==> src/rtl/spi_slave_pkg.sv <==
// spi_slave_pkg: shared types and constants for the SPI responder.
//   spi_slave_state_t : frame state (IDLE between frames, SHIFT while selected)
//   CPOL_LEAD_RISE/FALL : CPOL value -> which synced SCLK edge is the leading one
package spi_slave_pkg;

    typedef enum logic {
        IDLE  = 1'b0,
        SHIFT = 1'b1
    } spi_slave_state_t;

    localparam bit CPOL_LEAD_RISE = 1'b0;  // idle low, sample on rise
    localparam bit CPOL_LEAD_FALL = 1'b1;  // idle high, sample on fall

endpackage

==> src/rtl/spi_slave_if.sv <==
// spi_slave_if: fabric-side word interface of the SPI responder.
//   tx_valid/tx_ready/tx_data : word offered for transmission (valid/ready)
//   rx_valid/rx_data          : one-cycle pulse when rx_data takes a new word
//   busy                      : responder is inside a selected frame
//   underrun                  : one-cycle pulse, FILL word was loaded
// Modports: master = fabric user, slave = spi_slave.
interface spi_slave_if #(
    parameter int DWIDTH = 32
);
    logic              tx_valid;
    logic              tx_ready;
    logic [DWIDTH-1:0] tx_data;
    logic              rx_valid;
    logic [DWIDTH-1:0] rx_data;
    logic              busy;
    logic              underrun;

    modport master (
        output tx_valid, tx_data,
        input  tx_ready, rx_valid, rx_data, busy, underrun
    );

    modport slave (
        input  tx_valid, tx_data,
        output tx_ready, rx_valid, rx_data, busy, underrun
    );
endinterface

==> src/rtl/spi_slave_sync.sv <==
// spi_slave_sync: SYNC_STAGES-flop synchronizer for one async pin plus one
// extra flop for edge detection.
//   clk, reset : fabric clock, synchronous active-high reset
//   d          : async input pin
//   rise, fall : one-cycle pulses on synced edges (SYNC_STAGES+1 clk after pin)
// After reset the chain holds RST_VAL, not the pin; edges are masked until the
// whole chain has been refilled from the pin so a pin that is already at the
// non-idle level does not look like a fresh edge.
module spi_slave_sync #(
    parameter int SYNC_STAGES = 2,
    parameter bit RST_VAL     = 1'b0
) (
    input  logic clk,
    input  logic reset,
    input  logic d,
    output logic rise,
    output logic fall
);
    logic [SYNC_STAGES-1:0] chain;
    logic                   prev;
    logic [SYNC_STAGES:0]   vld_pipe;
    logic                   q;

    assign q = chain[SYNC_STAGES-1];

    always_ff @(posedge clk) begin
        if (reset) begin
            chain    <= {SYNC_STAGES{RST_VAL}};
            prev     <= RST_VAL;
            vld_pipe <= '0;
        end else begin
            chain    <= {chain[SYNC_STAGES-2:0], d};
            prev     <= q;
            vld_pipe <= {vld_pipe[SYNC_STAGES-1:0], 1'b1};
        end
    end

    assign rise = vld_pipe[SYNC_STAGES] &  q & ~prev;
    assign fall = vld_pipe[SYNC_STAGES] & ~q &  prev;
endmodule

==> src/rtl/spi_slave.sv <==
// spi_slave: SPI responder, CPHA=0, CPOL by parameter, single fabric clock.
//   clk, reset    : fabric clock (>= 4x SCLK), synchronous active-high reset
//   spi_sclk/ss_n/mosi : async pins from the master, oversampled
//   spi_miso      : serial data out, MSB first
//   spi_miso_oe   : pad enable, high while selected
//   bus           : spi_slave_if.slave (tx holding register, rx word, status)
//   frame_err     : only with SPI_SLAVE_FRAME_ERR_EN defined; one-cycle pulse
//                   when ss_n rises with a partially received word
// Words run back to back while ss_n stays low; a new word is loaded at the
// ss_n fall and at every trailing edge that follows bit 0.
module spi_slave
    import spi_slave_pkg::*;
#(
    parameter int               DWIDTH      = 32,
    parameter bit               CPOL        = 1'b1,
    parameter int               SYNC_STAGES = 2,
    parameter logic [DWIDTH-1:0] FILL       = '0
) (
    input  logic clk,
    input  logic reset,
    input  logic spi_sclk,
    input  logic spi_ss_n,
    input  logic spi_mosi,
    output logic spi_miso,
    output logic spi_miso_oe,
    spi_slave_if.slave bus
`ifdef SPI_SLAVE_FRAME_ERR_EN
    ,
    output logic frame_err
`endif
);
    localparam int CW = $clog2(DWIDTH);

    // ---- input conditioning ----
    logic sclk_rise, sclk_fall, ss_rise, ss_fall;
    logic [SYNC_STAGES-1:0] mosi_sync;
    logic mosi_s;

    spi_slave_sync #(.SYNC_STAGES(SYNC_STAGES), .RST_VAL(CPOL)) u_sclk_sync (
        .clk(clk), .reset(reset), .d(spi_sclk), .rise(sclk_rise), .fall(sclk_fall)
    );

    spi_slave_sync #(.SYNC_STAGES(SYNC_STAGES), .RST_VAL(1'b1)) u_ss_sync (
        .clk(clk), .reset(reset), .d(spi_ss_n), .rise(ss_rise), .fall(ss_fall)
    );

    // mosi is one flop younger than the edge pulses; it is stable for half an
    // SCLK period around the leading edge, so that offset is harmless.
    always_ff @(posedge clk) begin
        if (reset) mosi_sync <= '0;
        else       mosi_sync <= {mosi_sync[SYNC_STAGES-2:0], spi_mosi};
    end
    assign mosi_s = mosi_sync[SYNC_STAGES-1];

    // ---- FSM ----
    spi_slave_state_t state, state_nxt;

    always_ff @(posedge clk) begin
        if (reset) state <= IDLE;
        else       state <= state_nxt;
    end

    always_comb begin
        state_nxt = state;
        case (state)
            IDLE:    if (ss_fall) state_nxt = SHIFT;
            SHIFT:   if (ss_rise) state_nxt = IDLE;
            default: state_nxt = IDLE;
        endcase
    end

    always_comb begin
        bus.busy    = (state == SHIFT);
        spi_miso_oe = (state == SHIFT);
    end

    // ---- event decode ----
    logic lead, trail, in_shift, start, abort, lead_ev, trail_ev, word_done, load;
    logic [CW-1:0] bit_cnt;

    assign lead      = (CPOL == CPOL_LEAD_FALL) ? sclk_fall : sclk_rise;
    assign trail     = (CPOL == CPOL_LEAD_FALL) ? sclk_rise : sclk_fall;
    assign in_shift  = (state == SHIFT);
    assign start     = (state == IDLE) && ss_fall;
    assign abort     = in_shift && ss_rise;
    // ss_n rise wins over an SCLK edge seen in the same cycle
    assign lead_ev   = in_shift && !ss_rise && lead;
    assign trail_ev  = in_shift && !ss_rise && trail;
    assign word_done = lead_ev && (bit_cnt == '0);
    assign load      = start || (trail_ev && (bit_cnt == '0));

    // ---- tx holding register ----
    logic              hold_full;
    logic [DWIDTH-1:0] holding;
    logic              accept;
    logic [DWIDTH-1:0] load_word;
    logic              load_und;

    assign bus.tx_ready = ~hold_full;
    assign accept       = bus.tx_valid & ~hold_full;

    // A word accepted in the load cycle bypasses the holding register.
    always_comb begin
        load_word = FILL;
        load_und  = 1'b1;
        if (hold_full) begin
            load_word = holding;
            load_und  = 1'b0;
        end else if (accept) begin
            load_word = bus.tx_data;
            load_und  = 1'b0;
        end
    end

    // ---- datapath ----
    logic [DWIDTH-1:0] shift_tx, rx_sh, rx_data_q;
    logic              miso_q, rx_valid_q, underrun_q;

    always_ff @(posedge clk) begin
        if (reset) begin
            hold_full  <= 1'b0;
            holding    <= '0;
            shift_tx   <= '0;
            bit_cnt    <= '0;
            rx_sh      <= '0;
            rx_data_q  <= '0;
            rx_valid_q <= 1'b0;
            underrun_q <= 1'b0;
            miso_q     <= 1'b0;
        end else begin
            rx_valid_q <= word_done;
            underrun_q <= load && load_und;

            if (load && hold_full) begin
                hold_full <= 1'b0;
            end else if (accept && !load) begin
                hold_full <= 1'b1;
                holding   <= bus.tx_data;
            end

            if (load) begin
                miso_q   <= load_word[DWIDTH-1];
                shift_tx <= load_word << 1;
                bit_cnt  <= CW'(DWIDTH - 1);
            end else if (trail_ev) begin
                miso_q   <= shift_tx[DWIDTH-1];
                shift_tx <= shift_tx << 1;
                bit_cnt  <= bit_cnt - 1'b1;
            end else if (abort) begin
                miso_q   <= 1'b0;
            end

            if (lead_ev) begin
                rx_sh <= {rx_sh[DWIDTH-2:0], mosi_s};
                if (bit_cnt == '0) rx_data_q <= {rx_sh[DWIDTH-2:0], mosi_s};
            end
        end
    end

    assign spi_miso     = miso_q;
    assign bus.rx_valid = rx_valid_q;
    assign bus.rx_data  = rx_data_q;
    assign bus.underrun = underrun_q;

`ifdef SPI_SLAVE_FRAME_ERR_EN
    // got_bit: at least one bit of the current word has been sampled
    logic got_bit;
    always_ff @(posedge clk) begin
        if (reset) begin
            got_bit   <= 1'b0;
            frame_err <= 1'b0;
        end else begin
            frame_err <= abort && got_bit;
            if (load || abort || word_done) got_bit <= 1'b0;
            else if (lead_ev)               got_bit <= 1'b1;
        end
    end
`endif
endmodule

==> src/flat_wrapper.sv <==
// flat-port wrapper written by rule: the top's interface ports become plain ports
module spi_slave_flat import spi_slave_pkg::*;
#(
    parameter int               DWIDTH      = 32,
    parameter bit               CPOL        = 1'b1,
    parameter int               SYNC_STAGES = 2,
    parameter logic [DWIDTH-1:0] FILL       = '0
)
  (clk, reset, spi_sclk, spi_ss_n, spi_mosi, spi_miso, spi_miso_oe, bus_tx_valid, bus_tx_data, bus_tx_ready, bus_rx_valid, bus_rx_data, bus_busy, bus_underrun);
  spi_slave_if #(.DWIDTH(DWIDTH)) bus_i ();
  input  logic clk;
  input  logic reset;
  input  logic spi_sclk;
  input  logic spi_ss_n;
  input  logic spi_mosi;
  output logic spi_miso;
  output logic spi_miso_oe;
  input wire logic [$bits(bus_i.tx_valid)-1:0] bus_tx_valid;
  input wire logic [$bits(bus_i.tx_data)-1:0] bus_tx_data;
  output wire logic [$bits(bus_i.tx_ready)-1:0] bus_tx_ready;
  output wire logic [$bits(bus_i.rx_valid)-1:0] bus_rx_valid;
  output wire logic [$bits(bus_i.rx_data)-1:0] bus_rx_data;
  output wire logic [$bits(bus_i.busy)-1:0] bus_busy;
  output wire logic [$bits(bus_i.underrun)-1:0] bus_underrun;
  assign bus_i.tx_valid = bus_tx_valid;
  assign bus_i.tx_data = bus_tx_data;
  assign bus_tx_ready = bus_i.tx_ready;
  assign bus_rx_valid = bus_i.rx_valid;
  assign bus_rx_data = bus_i.rx_data;
  assign bus_busy = bus_i.busy;
  assign bus_underrun = bus_i.underrun;
  spi_slave #(.DWIDTH(DWIDTH), .CPOL(CPOL), .SYNC_STAGES(SYNC_STAGES), .FILL(FILL)) u_core (.clk(clk), .reset(reset), .spi_sclk(spi_sclk), .spi_ss_n(spi_ss_n), .spi_mosi(spi_mosi), .spi_miso(spi_miso), .spi_miso_oe(spi_miso_oe), .bus(bus_i));
endmodule
==> config.mk <==
export PLATFORM = sky130hd
export DESIGN_NAME = spi_slave_flat
export DESIGN_NICKNAME = d
export VERILOG_FILES = /design/src/rtl/spi_slave_pkg.sv /design/src/rtl/spi_slave_if.sv /design/src/rtl/spi_slave_sync.sv /design/src/rtl/spi_slave.sv /design/src/flat_wrapper.sv
export SDC_FILE = /design/constraint.sdc
export NUM_CORES = 1
export LEC_CHECK = 0
export CAP_MARGIN = 30
export CORE_MARGIN = 5
export CORE_UTILIZATION = 40
export DETAILED_ROUTE_END_ITERATION = 10
export GPL_TIMING_DRIVEN = 0
export HOLD_SLACK_MARGIN = 0.08
export PLACE_DENSITY = 0.65
export SLEW_MARGIN = 40
export SYNTH_ARGS = -nofsm -noshare
export SYNTH_HDL_FRONTEND = slang
export SYNTH_SLANG_ARGS = --single-unit
==> constraint.sdc <==
create_clock -name clk -period 2.5 [get_ports clk]
set_clock_uncertainty 0.2 [all_clocks]
set_input_delay 0.5 -clock clk [delete_from_list [all_inputs] [get_ports clk]]
set_output_delay 0.5 -clock clk [all_outputs]
set_load 0.02 [all_outputs]
==> run summary, run 1 <==
Setup repair after global routing left no endpoint under its margin. The count of buffers inserted at the top-level ports was 74; the routing usage on met1 was 0.201. The total standard cell area after synthesis was 5990 sq um. The number of ports placed on the die boundary was 76; the aggregate global routing overflow was 0. At the end of routability-driven placement, the weighted congestion stood at 0.802.

After clock tree synthesis, the clock-pin slew on the worst setup and hold paths is 0.06 ns. The total global-route track usage is 0.157, and the latest clock arrival within the worst-skew pair is 0.41 ns. The post-synthesis share of cell area spent on and, or, nand and nor gates is 0.205. The run gives 2.48 ns as the data arrival time at the worst-slack endpoint. The largest single stage delay on the critical path is 0.58 ns. The cell family contributing the most delay on the critical path was compound AO/OA/AOI/OAI gates.

The fraction of final layout cells with drive strength greater than 1 works out to 0.0746. A synthesized cell averages 8.40 sq um. The final hold violation count is 0.

In the routed design, unresolved DRC markers number 0. Before antenna repair, the detailed router went through 5 iterations. Overall die height: 132 um. After detailed routing, the average wire length per cell comes to 13.5 um. The transition time of the tightest slew-check pin works out to 0.548 ns.

The logs give 0.254 for the met2 global-route usage and 44 for the number of standard-cell rows in the floorplan. Data on the critical path is required at its endpoint by 2.64 ns. In this run, synthesis produced a sequential element count of 147.

No sink is reached through more buffers than the 2 on the longest clock path. The tools report the summed area of non-filler cells in the final layout as 7550 sq um. Clock tree root buffer cell: sky130_fd_sc_hd__clkbuf_16. The run gives 0.634 as the headroom to the max-slew limit. Summing all placed instances gives a cell area of 6960 sq um.

Post-synthesis adder-cell area fraction: 0.00209. In the routed layout, each cell is associated on average with a via count of 4.97. The worst vdd rail ir drop was 0.438 mV. The die covers 17500 sq um. After synthesis, the cell types taking the most area are sky130_fd_sc_hd__dfxtp_1, sky130_fd_sc_hd__nand2_1, sky130_fd_sc_hd__mux2i_1, sky130_fd_sc_hd__a21oi_1, sky130_fd_sc_hd__o2bb2ai_1.

The number of clock buffers added by TritonCTS is 17. For this run, the number of Yosys warnings is 0. The master of the slowest instance on the critical path was sky130_fd_sc_hd__a2111oi_4.

In the final layout, flip-flops and latches occupy 2940 sq um. Max-cap violations in this run came to 0. For the number of nets in the layout, the log shows 845.

The flow ran to the end, and the final reports show no timing, DRC or antenna violations. The run gives 4983 as the via count of the first global-routing pass. The type of destination of the critical path is a flip-flop. In this run the horizontal extent of the chip is 132 um. The share of the cycle needed by the critical path after routing is 0.938, and the worst path buffer plus inverter count is 3. Clock net sink count: 147. For this block, the routed nets add up to 13.5 mm of wire. The net count after synthesis came out at 752.

For the via total after detailed routing, the log shows 4981. Fill cells in the final layout number 1360. The worst setup path is launched from a flip-flop. Counting every instance in the synthesized netlist gives 713. The worst setup path is of the reg -> reg kind. The footprint of the multi-input gates was 2760 sq um. The utilization after layout is 0.517.

Once detail routing completed, the nets flagged for antenna violations numbered 0. The routing usage on met3 is 0.0504. Yosys mapped a number of flops with a built-in enable equal to 0. The core region is 14600 sq um. The multiplexer share of the synthesized area works out to 0.107. The run gives 0 as the number of inserted diodes. The critical path goes through inv_1 -> ha_1 -> nor4b_4 -> buf_4 -> a2111oi_4 -> buf_6 -> mux2i_1. Relative to the synthesized area, the layout overhead comes to 26.1%. The maximum clock rate was 0.427 GHz; the fraction of the mapped netlist area in compound gates was 0.146. The run gives 41 as the number of distinct standard cells referenced by the synthesized netlist. The layer flagged by global routing as most heavily used is met2.

The type of the worst min-delay path was reg -> reg. The run gives 0.492 as the sequential area share after synthesis. The cell accounting for the most synthesized area was sky130_fd_sc_hd__dfxtp_1.

The area share of xor/xnor cells in the synthesized design came out at 0.00146. The logs give 17 for the maximum number of pins on one net before global-route repair and 23.1 mm for the first-pass GRT wire length. Final count of pins violating max slew: 0. The initial cell density of the core is 0.410, and the power density normalized to cell area is 699 nW/um^2.

The routed design could run at a clock period as short as 2.34 ns. Along the worst path, the maximum fanout reaches 10. The number of antenna violations at the first check in global routing came out at 0. Estimated wirelength of the detail-placed design: 9.86 mm. The analysis attributes to cell leakage a power of 2.63 nW.

Top-area cell type share of the netlist area: 0.492. The run gives 0 as the count of endpoints failing setup in the final report. Among all flip-flop cells after synthesis, the most frequent one is sky130_fd_sc_hd__dfxtp_1. The proportion of synthesized flip-flops having asynchronous set or reset works out to 0.

CTS built an H-tree with a depth of 4. Number of DRC violations after detailed-routing iteration 0: 306. After synthesis, the largest family of logic cells by area is simple AND/OR/NAND/NOR gates. TritonCTS built the clock tree.
worst register-to-register path, delay by kind of cell, from the launching register on:
kind | cells | cell delay (ns)
multiplexers | 1 | 0.22
buffers and inverters | 3 | 0.49
AND/OR/NAND/NOR | 1 | 0.16
adder cells (fa/ha/maj) | 1 | 0.25
flip-flops | 1 | 0.37
AO/OA/AOI/OAI | 1 | 0.58
stage by stage:
stage	hold WS (ns)	setup WS (ns)	TNS, ns	std cells	power, mW
4_1_cts	0.208	0.0756	0	1001	5.33
6_report	0.209	0.156	0	1002	5.28
3_3_place_gp	0.195	-0.0105	-0.0645	971	2.82
5_1_grt	0.235	0.0233	0	1002	5.49
2_1_floorplan	0.189	0.505	0	713	2.69
3_5_place_dp	0.194	-0.138	-1.81	971	2.83
state kept, by name, summed over array words and instances, names as in the netlist, 5 cells and up:
signal and count:
u_core.holding 32, u_core.shift_tx 31, u_core.rx_sh 31, u_core.bit_cnt 5, u_core.bus.rx_data 32
layer usage:
metal,vias to the layer above,share of wire
met4,0,0.012
met2,102,0.48
met3,16,0.047
met1,2283,0.46
met5,-,0
li1,2580,-
logic make-up after synthesis:
logic type      after synthesis
xor+xnor                      1
simple gates                295
fa+ha+maj                     1
mux                          64
buf+inv                      62
flops                       147
compound gates              143
worst paths after layout:
path                                 end                   startpoint  depth (start not counted)  slack [ns]
max reg2reg           u_core.holding[24]            u_core.bit_cnt[0]                          7        0.16
min reg2reg  u_core.u_sclk_sync.chain[1]  u_core.u_sclk_sync.chain[0]                          1        0.21
max                   u_core.holding[24]            u_core.bit_cnt[0]                          7        0.16
min          u_core.u_sclk_sync.chain[1]  u_core.u_sclk_sync.chain[0]                          1        0.21
final cells by class:
cell class,count,area share
flip-flops and latches,147,0.390
multi-input cells,504,0.366
repair buffers,75,0.0992
clock buffers,19,0.0600
plain buffers,56,0.0343
well taps,184,0.0305
clock inverters,12,0.0174
inverters,5,0.00249
cell usage in the layout (no fill, tap or decap), types with 5 or more instances in the layout:
cell and n:
sky130_fd_sc_hd__o21ai_0 34, sky130_fd_sc_hd__clkbuf_16 17, sky130_fd_sc_hd__dfxtp_1 146, sky130_fd_sc_hd__nand2_1 255, sky130_fd_sc_hd__o2bb2ai_1 30, sky130_fd_sc_hd__clkdlybuf4s50_1 74, sky130_fd_sc_hd__or2_2 7, sky130_fd_sc_hd__nor2b_1 7
sky130_fd_sc_hd__buf_2 12, sky130_fd_sc_hd__buf_1 5, sky130_fd_sc_hd__a21oi_1 70, sky130_fd_sc_hd__mux2i_1 64, sky130_fd_sc_hd__nor2_1 6, sky130_fd_sc_hd__clkbuf_1 34
synthesized netlist by cell type, types with 2 or more instances:
cell	n
sky130_fd_sc_hd__and3_1	3
sky130_fd_sc_hd__o21ai_0	34
sky130_fd_sc_hd__buf_2	12
sky130_fd_sc_hd__nand2_1	255
sky130_fd_sc_hd__o2bb2ai_1	30
sky130_fd_sc_hd__inv_1	4
sky130_fd_sc_hd__a21oi_1	70
sky130_fd_sc_hd__dfxtp_1	147
sky130_fd_sc_hd__nand3_1	2
sky130_fd_sc_hd__nand2b_1	2
sky130_fd_sc_hd__clkbuf_1	35
sky130_fd_sc_hd__nor3_1	2
sky130_fd_sc_hd__nor2_1	6
sky130_fd_sc_hd__buf_6	4
sky130_fd_sc_hd__buf_1	5
sky130_fd_sc_hd__mux2i_1	64
sky130_fd_sc_hd__or2_2	7
sky130_fd_sc_hd__nand4_1	2
sky130_fd_sc_hd__nor2b_1	7
repair_timing:
| item | 4_1_cts | 5_1_grt |
|---|---|---|
| resized for setup | 0 | 1 |
| hold buffers | 0 | 0 |
| pin swaps | 0 | 0 |
| setup endpoints to repair | 1 | 10 |
| gates cloned | 0 | 0 |
| buffers inserted | 0 | 1 |
power by group:
group	leakage (nW)	total [mW]	switching, mW	internal, mW
combinational	1.15	0.363	0.201	0.162
clock	0.289	2.50	0.981	1.52
sequential	1.19	2.42	0.0272	2.39
total	2.63	5.28	1.21	4.07
(Power assumes the default switching activity.)
==> run 2, diff against run 1 <==
--- a/config.mk
+++ b/config.mk
@@ -12,6 +12,7 @@
 export GPL_TIMING_DRIVEN = 0
 export HOLD_SLACK_MARGIN = 0.08
 export PLACE_DENSITY = 0.65
+export SKIP_CTS_REPAIR_TIMING = 1
 export SLEW_MARGIN = 40
 export SYNTH_ARGS = -nofsm -noshare
 export SYNTH_HDL_FRONTEND = slang
==> constraint.sdc (replaced) <==
create_clock -name clk -period 2.5 [get_ports clk]
set_clock_uncertainty 0.2 [all_clocks]
set_input_delay 0.25 -clock clk [delete_from_list [all_inputs] [get_ports clk]]
set_output_delay 0.25 -clock clk [all_outputs]
set_load 0.02 [all_outputs]
==> run 2 against run 1 <==
Compared with the run above: sequential share of layout area hardly changed; first-iteration DRC count decreased by 12%; count of clock-buffer cells in the layout stayed put; utilization about the same; final cell count about the same; non-clock buffer count increased by 1; register-to-register slack worse by 0.02 ns; critical endpoint unchanged.
==> run summary, run 2 (synthesis results as in run 1) <==
The flow ran to the end, and the final reports show no timing, DRC or antenna violations. In the final layout, flip-flops and latches occupy 2940 sq um. The number of ports placed on the die boundary came out at 76.

The number of inserted diodes came out at 0. Setup repair after global routing left no endpoint under its margin. The first global-routing pass estimated 23.2 mm of wire. The die covers 17500 sq um.

For this block, the initial DRC count from the detailed router was 270. The count of max-cap constraint violations was 0; the clock slew at the register clock pins of the worst setup and hold paths was 0.06 ns. The number of standard-cell rows in the floorplan came out at 44. VDD sags by at most 0.440 mV.

Power spread over the standard cell area amounts to 700 nW/um^2. In the routed design, unresolved DRC markers number 0. The final hold violation count came out at 0. In the final layout, the multi-input gates occupy 2760 sq um. The routed via count divided by cell count was 4.97; the data required time of the critical path was 2.64 ns. Core footprint: 14600 sq um. The clock reaches the later pin of the worst-skew pair after 0.42 ns. In the layout the commonest cells are sky130_fd_sc_hd__nand2_1, sky130_fd_sc_hd__dfxtp_1, sky130_fd_sc_hd__clkdlybuf4s50_1, sky130_fd_sc_hd__a21oi_1, sky130_fd_sc_hd__mux2i_1. The logs give 4976 for the via count of the first global-routing pass and 0.629 for the headroom to the max-slew limit.

The summed area of non-filler cells in the final layout was 7550 sq um. The number of clock buffers added by TritonCTS is 17. The share of the cycle needed by the critical path after routing was 0.946. Entering global routing, the biggest net connects 17 pins.

For the largest buffer count on any clock path, the log shows 2. At the pin with the least slew margin, the transition time is 0.556 ns. For this run, the top clock speed supported by timing is 0.423 GHz. The count of endpoints failing setup in the final report came out at 0. The most common cell after layout, fill and taps aside is sky130_fd_sc_hd__nand2_1. After global routing the overflow that remains totals 0. The run gives 1359 as the total of fill cells in the finished design.

The final route contains 4981 vias. The worst setup path is launched from a flip-flop. The fraction of final layout cells with drive strength greater than 1 is 0.0733.

The estimated wirelength of the detail-placed design is 9.86 mm. The analysis attributes to cell leakage a power of 2.63 nW. The tools report the number of H-tree levels as 4. The setup path with the least slack is of type reg -> reg.

The total global-route track usage came out at 0.158. In the final routed layout, each cell accounts on average for 13.6 um. The initial cell density of the core is 0.410. Along the worst path, the maximum fanout reaches 10. At the worst endpoint, the arrival time is 2.50 ns. For the final routed database, the setup TNS stands at 0 ns.

For this run, the detailed router's first-pass iteration total came to 5. The worst path in the final design needs a cycle of 2.36 ns, including I/O delays and setup. The tools report the number of antenna violations at the first check in global routing as 0. The detail route stage leaves a number of antenna-violating nets equal to 0. The overall die height came out at 132 um. The worst hold path belongs to the class reg -> reg.

The final count of pins violating max slew is 0. The global placer's final weighted congestion was 0.802. The type of destination of the critical path is a flip-flop.

The cell sitting at the root of the clock tree is a sky130_fd_sc_hd__clkbuf_16. Measured along the x axis, the die boundary spans 132 um. TritonCTS built the clock tree.

The clock net sink count is 147. The number of nets in the layout was 846; the area growth from synthesis to layout was 26.1%. Wires add up to 13.7 mm.

The count of buffers added on input and output ports is 74. The placed cell area came out at 6960 sq um.
==> run 2: area by class of cell <==
class | instances | area share
clock inverter | 12 | 0.0174
inverter | 5 | 0.00249
multi-input combinational | 504 | 0.366
tap | 184 | 0.0305
buffer | 57 | 0.0348
timing repair buffer | 75 | 0.0991
clock buffer | 19 | 0.0600
sequential | 147 | 0.390
==> run 2: worst paths after layout <==
check                                            startpoint                     endpoint  slack, ns  depth (start not counted)
worst min-delay path            u_core.u_sclk_sync.chain[0]  u_core.u_sclk_sync.chain[1]       0.21                          1
worst max-delay path                      u_core.bit_cnt[0]           u_core.holding[24]       0.14                          7
worst min register to register  u_core.u_sclk_sync.chain[0]  u_core.u_sclk_sync.chain[1]       0.21                          1
worst max register to register            u_core.bit_cnt[0]           u_core.holding[24]       0.14                          7
==> run 2: metrics by stage <==
stage          power [mW]   util  hold WS [ns]  cells  worst slack (ns)
2_1_floorplan        2.69      -         0.154    713             0.505
3_3_place_gp         2.82  0.477         0.195    971             0.239
3_5_place_dp         2.83  0.477         0.194    971             0.112
5_1_grt              5.49  0.517         0.205   1003            0.0106
4_1_cts              5.33  0.517         0.206   1002             0.153
6_report             5.29  0.517         0.209   1003             0.136
==> run 2: report_power, final <==
part           internal [mW]  total [mW]  leakage [nW]  switching, mW
Clock                   1.52        2.51         0.289          0.989
Sequential              2.39        2.41          1.19         0.0249
Combinational          0.163       0.367          1.15          0.204
==> run 2: metal layers <==
metal / vias up / global-route usage / part of all wire
li1: 2582 / - / -
met1: 2290 / 0.201 / 0.47
met2: 91 / 0.255 / 0.48
met3: 18 / 0.0504 / 0.042
met4: 0 / 0.0464 / 0.014
met5: - / 0 / 0
==> run 2: worst max-delay path: stages, from the launching register on <==
cell and delay [ns]:
sky130_fd_sc_hd__dfxtp_1 0.37, sky130_fd_sc_hd__inv_1 0.06, sky130_fd_sc_hd__ha_1 0.25, sky130_fd_sc_hd__nor4b_4 0.16, sky130_fd_sc_hd__buf_4 0.17, sky130_fd_sc_hd__a2111oi_4 0.59, sky130_fd_sc_hd__buf_6 0.26, sky130_fd_sc_hd__mux2i_1 0.22
